===== config.mk =====
export PLATFORM = sky130hd
export DESIGN_NAME = parking_gate_arbiter
export DESIGN_NICKNAME = d
export VERILOG_FILES = /design/src/rtl/parking_pkg.sv /design/src/rtl/gate_timer.sv /design/src/rtl/parking_gate_arbiter.sv
export SDC_FILE = /design/constraint.sdc
export NUM_CORES = 1
export LEC_CHECK = 0
export ABC_AREA = 1
export CAP_MARGIN = 20
export CELL_PAD_IN_SITES_DETAIL_PLACEMENT = 0
export CELL_PAD_IN_SITES_GLOBAL_PLACEMENT = 1
export CORE_MARGIN = 2
export CORE_UTILIZATION = 37
export CTS_CLUSTER_DIAMETER = 120
export DETAILED_ROUTE_END_ITERATION = 8
export GPL_ROUTABILITY_DRIVEN = 0
export PLACE_DENSITY = 0.79
export SLEW_MARGIN = 25
export SYNTH_ARGS = -nofsm -noshare
export SYNTH_HDL_FRONTEND = slang
export SYNTH_SLANG_ARGS = --single-unit

===== constraint.sdc =====
create_clock -name clk -period 1.9 [get_ports clk]
set_clock_uncertainty 0.1 [all_clocks]
set_input_delay 0.38 -clock clk [delete_from_list [all_inputs] [get_ports clk]]
set_output_delay 0.38 -clock clk [all_outputs]
set_load 0.05 [all_outputs]

===== src/rtl/parking_pkg.sv =====
// Shared types and constants for the parking gate arbiter.
// Requester indices double as bit positions in the pending vector.
package parking_pkg;

  typedef enum logic [1:0] {
    IDLE,
    OPENING,
    OPEN,
    CLOSING
  } gate_state_t;

  localparam logic [1:0] REQ_HEXIT  = 2'd0;
  localparam logic [1:0] REQ_NEXIT  = 2'd1;
  localparam logic [1:0] REQ_HENTRY = 2'd2;
  localparam logic [1:0] REQ_NENTRY = 2'd3;

  function automatic int max3(int a, int b, int c);
    int m;
    m = (a > b) ? a : b;
    return (m > c) ? m : c;
  endfunction

endpackage


===== src/rtl/gate_timer.sv =====
// Loadable saturating down-counter; done marks the last cycle of a phase.
// A phase loaded with N therefore lasts exactly N cycles.
module gate_timer #(
  parameter int W = 4
) (
  input  logic         clk,
  input  logic         rst_n,
  input  logic         load_i,
  input  logic [W-1:0] val_i,
  output logic         done_o
);

  logic [W-1:0] cnt_q, cnt_d;

  always_comb begin
    cnt_d = cnt_q;
    if (load_i)
      cnt_d = val_i;
    else if (cnt_q != '0)
      cnt_d = cnt_q - 1'b1;
  end

  always_ff @(posedge clk or negedge rst_n) begin
    if (!rst_n)
      cnt_q <= '0;
    else
      cnt_q <= cnt_d;
  end

  assign done_o = (cnt_q == W'(1));

endmodule


===== src/rtl/parking_gate_arbiter.sv =====
// Barrier gate arbiter for normal/handicapped entry and exit requesters.
// Define PASS_SENSOR_EN to wait on car_pass (with timeout) instead of a fixed hold.
module parking_gate_arbiter
  import parking_pkg::*;
#(
  parameter int MOVE_CYCLES    = 4,
  parameter int OPEN_CYCLES    = 16,
  parameter int TIMEOUT_CYCLES = 64
) (
  input  logic       clk,
  input  logic       reset,
  input  logic       n_entry,
  input  logic       n_exit,
  input  logic       h_entry,
  input  logic       h_exit,
  input  logic       N_full,
  input  logic       H_full,
  input  logic       N_empty,
  input  logic       H_empty,
`ifdef PASS_SENSOR_EN
  input  logic       car_pass,
`endif
  output logic       gate_up,
  output logic       gate_down,
  output logic       gate_open,
  output logic       n_inc,
  output logic       n_dec,
  output logic       h_inc,
  output logic       h_dec,
  output logic       denied,
  output logic [3:0] pending,
  output logic       busy
);

  localparam int TMAX = max3(MOVE_CYCLES, OPEN_CYCLES, TIMEOUT_CYCLES);
  localparam int TW   = $clog2(TMAX + 1);
  localparam logic [TW-1:0] T_MOVE = TW'(MOVE_CYCLES);
`ifdef PASS_SENSOR_EN
  localparam logic [TW-1:0] T_OPEN = TW'(TIMEOUT_CYCLES);
`else
  localparam logic [TW-1:0] T_OPEN = TW'(OPEN_CYCLES);
`endif

  gate_state_t state_q, state_d;
  logic [3:0]  pend_q, pend_d;
  logic [3:0]  upd_q, upd_d;
  logic [1:0]  win_q, win_d;
  logic        den_q, den_d;
  logic [1:0]  sel;
  logic        t_load;
  logic [TW-1:0] t_val;
  logic        t_done;
  logic [3:0]  req;
  logic [3:0]  ok;

  assign req = {n_entry, h_entry, n_exit, h_exit};
  assign ok  = {~N_full, ~H_full, ~N_empty, ~H_empty};

  gate_timer #(.W(TW)) u_timer (
    .clk    (clk),
    .rst_n  (reset),
    .load_i (t_load),
    .val_i  (t_val),
    .done_o (t_done)
  );

  // Exits win: they free space for the entries behind them.
  always_comb begin
    sel = REQ_NENTRY;
    priority case (1'b1)
      pend_q[REQ_HEXIT]:  sel = REQ_HEXIT;
      pend_q[REQ_NEXIT]:  sel = REQ_NEXIT;
      pend_q[REQ_HENTRY]: sel = REQ_HENTRY;
      default:            sel = REQ_NENTRY;
    endcase
  end

  always_comb begin
    state_d = state_q;
    pend_d  = pend_q;
    win_d   = win_q;
    upd_d   = '0;
    den_d   = 1'b0;
    t_load  = 1'b0;
    t_val   = '0;
    unique case (state_q)
      IDLE: begin
        if (|pend_q) begin
          pend_d[sel] = 1'b0;
          if (ok[sel]) begin
            state_d = OPENING;
            win_d   = sel;
            t_load  = 1'b1;
            t_val   = T_MOVE;
          end else begin
            den_d = 1'b1;
          end
        end
      end
      OPENING: begin
        if (t_done) begin
          state_d = OPEN;
          t_load  = 1'b1;
          t_val   = T_OPEN;
        end
      end
      OPEN: begin
`ifdef PASS_SENSOR_EN
        if (car_pass) begin
          state_d      = CLOSING;
          t_load       = 1'b1;
          t_val        = T_MOVE;
          upd_d[win_q] = 1'b1;
        end else if (t_done) begin
          state_d = CLOSING;
          t_load  = 1'b1;
          t_val   = T_MOVE;
          den_d   = 1'b1;
        end
`else
        if (t_done) begin
          state_d      = CLOSING;
          t_load       = 1'b1;
          t_val        = T_MOVE;
          upd_d[win_q] = 1'b1;
        end
`endif
      end
      CLOSING: begin
        if (t_done) begin
          state_d = IDLE;
          t_load  = 1'b1;
        end
      end
    endcase
    // New pulses win over the grant clear, so a returning requester re-latches.
    for (int i = 0; i < 4; i++) begin
      if (req[i]) begin
        if (ok[i])
          pend_d[i] = 1'b1;
        else
          den_d = 1'b1;
      end
    end
  end

  always_ff @(posedge clk or negedge reset) begin
    if (!reset) begin
      state_q <= IDLE;
      pend_q  <= '0;
      win_q   <= '0;
      upd_q   <= '0;
      den_q   <= 1'b0;
    end else begin
      state_q <= state_d;
      pend_q  <= pend_d;
      win_q   <= win_d;
      upd_q   <= upd_d;
      den_q   <= den_d;
    end
  end

  assign gate_up   = (state_q == OPENING);
  assign gate_open = (state_q == OPEN);
  assign gate_down = (state_q == CLOSING);
  assign busy      = (state_q != IDLE);
  assign pending   = pend_q;
  assign denied    = den_q;
  assign h_dec     = upd_q[REQ_HEXIT];
  assign n_dec     = upd_q[REQ_NEXIT];
  assign h_inc     = upd_q[REQ_HENTRY];
  assign n_inc     = upd_q[REQ_NENTRY];

endmodule


==> results.md <==
* Mapped Area at 1080 um^2
* Die area at 3370 um^2
* Synth Warn # at 0
* Tcrit/Tclk final at 0.942
* Max Cap Viol at 0
* Syn Area/Cell at 8.87 um^2
* Die H at 58.1 um
* DR WL met2 at 948 um
* First-pass GRT wire length at 3710 um
* Antenna Nets Post-Route at 0
* WL met1 at 999 um
* Die Width at 58.1 um
* Hpwl dp at 1670 um
* Setup violations, final at 0
* Switching pwr at 0.000164 W
* Synth Flop Type: dfrtp_1
* DRT Pass-1 Iters at 4
* # rows at 19
* Status: finished clean
* DR vias/cell at 4.93
* Power Density at 582 nW/um^2
* Hold WC Path Type: primary input to async pin
* Setup tns final at 0 ps
* Area after DPL at 1370 um^2
* Gr ovfl total at 0
* Area added between synthesis and finish at 31.8%
* Port bufs at 22
* P_leak at 0.718 nW
* Synth async-reset ratio at 1.00
* RSZ-0062 raised after global routing: false
* Largest net degree at the start of global routing at 21
* Initial Util at 0.392
* Synthesized Nets at 138
* Vias at 892
* Maximum fanout along the worst path at 4
* Largest area contributor in the netlist: dfrtp_1
* FF+latch count, synth at 20
* Int Power at 0.000666 W
* Share of post-route cells with drive strength above 1 at 0.200
* Tmin final at 1790 ps
* Max H-tree Level at 1
* Clk slew on worst S/H paths at 120 ps
* Comb pwr share at 0.062
* Peak Freq at 559 MHz
* Clock buffer count from CTS at 3
* VDD IR-drop max at 0.000404 V
* Reg2reg start: state_q[0]
* Switching Fraction at 0.198
* Remaining DRCs at 0
* Top cells by area, synth: dfrtp_1 (46%), ha_1 (6.9%), nand2_1 (6.9%)
* CTS tree: built
* Clock power share at 0.422
* WS Path Type: flop to output port
* Worst slew margin at 0.804
* Core area at 2760 um^2
* FILL cells at 274
* DP Cell Count at 177
* Post-route design area at 1430 um^2
* End of the worst register-to-register path: state_q[1]
* R2R setup slack at 290 ps
* Least-Margin Pin Slew at 293 ps
* Worst path required time at 1420 ps
* Layout Nets at 167
* Initial DRC Count at 19
* Post-layout utilization of the core at 0.517
* Top-area cell type share of the netlist area at 0.462
* Top Metal Used: met4
* Reg2reg path depth at 6
* Final hold vios at 0
* Final WL at 2080 um
* Post-CTS Resized at 0
* Worst setup SP type: flop
* Met3 routed WL at 93 um
* Post-synth cell types at 29
* Ant. Diodes at 0
* Reg power frac at 0.516
* Vias in the first global route at 869
* Final Slew Violations at 0
* Critical Path AT at 1310 ps
* IO Pins at 23
* Post-route insts no fill at 181
* Instance count of the mapped netlist at 122
* Antenna violations before repair at 0
* Seq/Total Area, Yosys at 0.462
* Critical path endpoint category: output port
* Number of synthesized flops with an enable pin at 0
* All-layer global routing usage at 0.146
* Clk sinks at 20
* Clock Tree Root: clkbuf_4
* Wire per inst at 11.5 um
* Setup Fix Bufs, Post-CTS at 0
* Max Buffers Root-to-Sink at 2
* Clk_lat worst skew at 300 ps
* Hold Buf Count CTS at 0
==> layout make-up <==
cell class                      instances  area [um^2]  share of cell area
Multi-Input combinational cell         85          518               0.363
Sequential cell                        20          500               0.351
Timing Repair Buffer                   24          253               0.177
Inverter                               17         63.8              0.0447
Tap cell                               31         38.8              0.0272
Clock inverter                          1         30.0              0.0211
Clock buffer                            3         22.5              0.0158
==> how the worst max path moves through the flow <==
| stage | startpoint | depth (start not counted) | end |
|---|---|---|---|
| after floorplan | state_q[0] | 7 | u_timer.cnt_q[2] |
| after CTS | state_q[0] | 4 | busy |
| after detailed placement | N_full | 10 | u_timer.cnt_q[4] |
| final | state_q[0] | 4 | busy |
| after global placement | N_full | 10 | u_timer.cnt_q[4] |
| after global routing | state_q[0] | 4 | busy |
==> registers in the layout, summed over array words and instances, names as in the netlist <==
signal         flops
pending            4
denied             1
upd_q              4
state_q            2
u_timer.cnt_q      7
win_q              2
==> per-layer routing <==
| layer | global-route usage | vias up |
|---|---|---|
| met5 | 0 | - |
| met4 | 0.0598 | 0 |
| met3 | 0.0335 | 4 |
| met2 | 0.224 | 20 |
| met1 | 0.198 | 412 |
| li1 | - | 456 |
==> cell usage after synthesis, types with 3 or more instances <==
| master | number |
|---|---|
| inv_1 | 16 |
| nand2_1 | 20 |
| dfrtp_1 | 20 |
| a21oi_1 | 5 |
| ha_1 | 6 |
| nand3_1 | 9 |
| nand4_1 | 3 |
| o21ai_0 | 5 |
| nor2_1 | 11 |
==> power by group through the flow <==
stage          clock network [W]  registers [W]   logic, W
2_1_floorplan                  0       0.000443  0.0000104
3_5_place_dp                   0       0.000436  0.0000528
5_1_grt                 0.000381       0.000429  0.0000565
4_1_cts                 0.000364       0.000428  0.0000528
6_report                0.000350       0.000428  0.0000514
3_3_place_gp                   0       0.000436  0.0000522
==> stage by stage <==
stage	worst slack, ps	power, W	hold WS, ps
final	111	0.000830	290
after detailed placement	82.9	0.000489	370
after CTS	16.7	0.000845	290
after global routing	28.7	0.000866	288
after global placement	139	0.000488	375
after floorplan	112	0.000453	-15.6
==> cell families after synthesis <==
group | synth area share
XOR/XNOR | 0.0324
flip-flops | 0.462
adder cells (fa/ha/maj) | 0.0694
AO/OA/AOI/OAI | 0.105
multiplexers | 0.00925
buffers and inverters | 0.0590
AND/OR/NAND/NOR | 0.262
==> critical path: stages (launching register included) <==
cell     delay (ps)
dfrtp_1         420
inv_1            80
ha_1            230
inv_2           130
buf_12          150
==> cells in the final DEF (no fill, tap or decap), types with 2 or more instances in the layout <==
cell type	n
o21ai_1	2
buf_12	4
nand2_1	20
o21ai_0	5
inv_1	15
buf_4	11
clkdlybuf4s50_1	9
nand2_4	2
xnor2_1	2
xor2_1	2
a21oi_1	5
dfrtp_1	20
nor2_2	2
o31ai_1	2
nor2_1	11
nor3_1	2
inv_2	2
ha_1	6
clkbuf_4	3
nand3_1	9
nand4_1	3
Power figures use the tool's default switching activity.
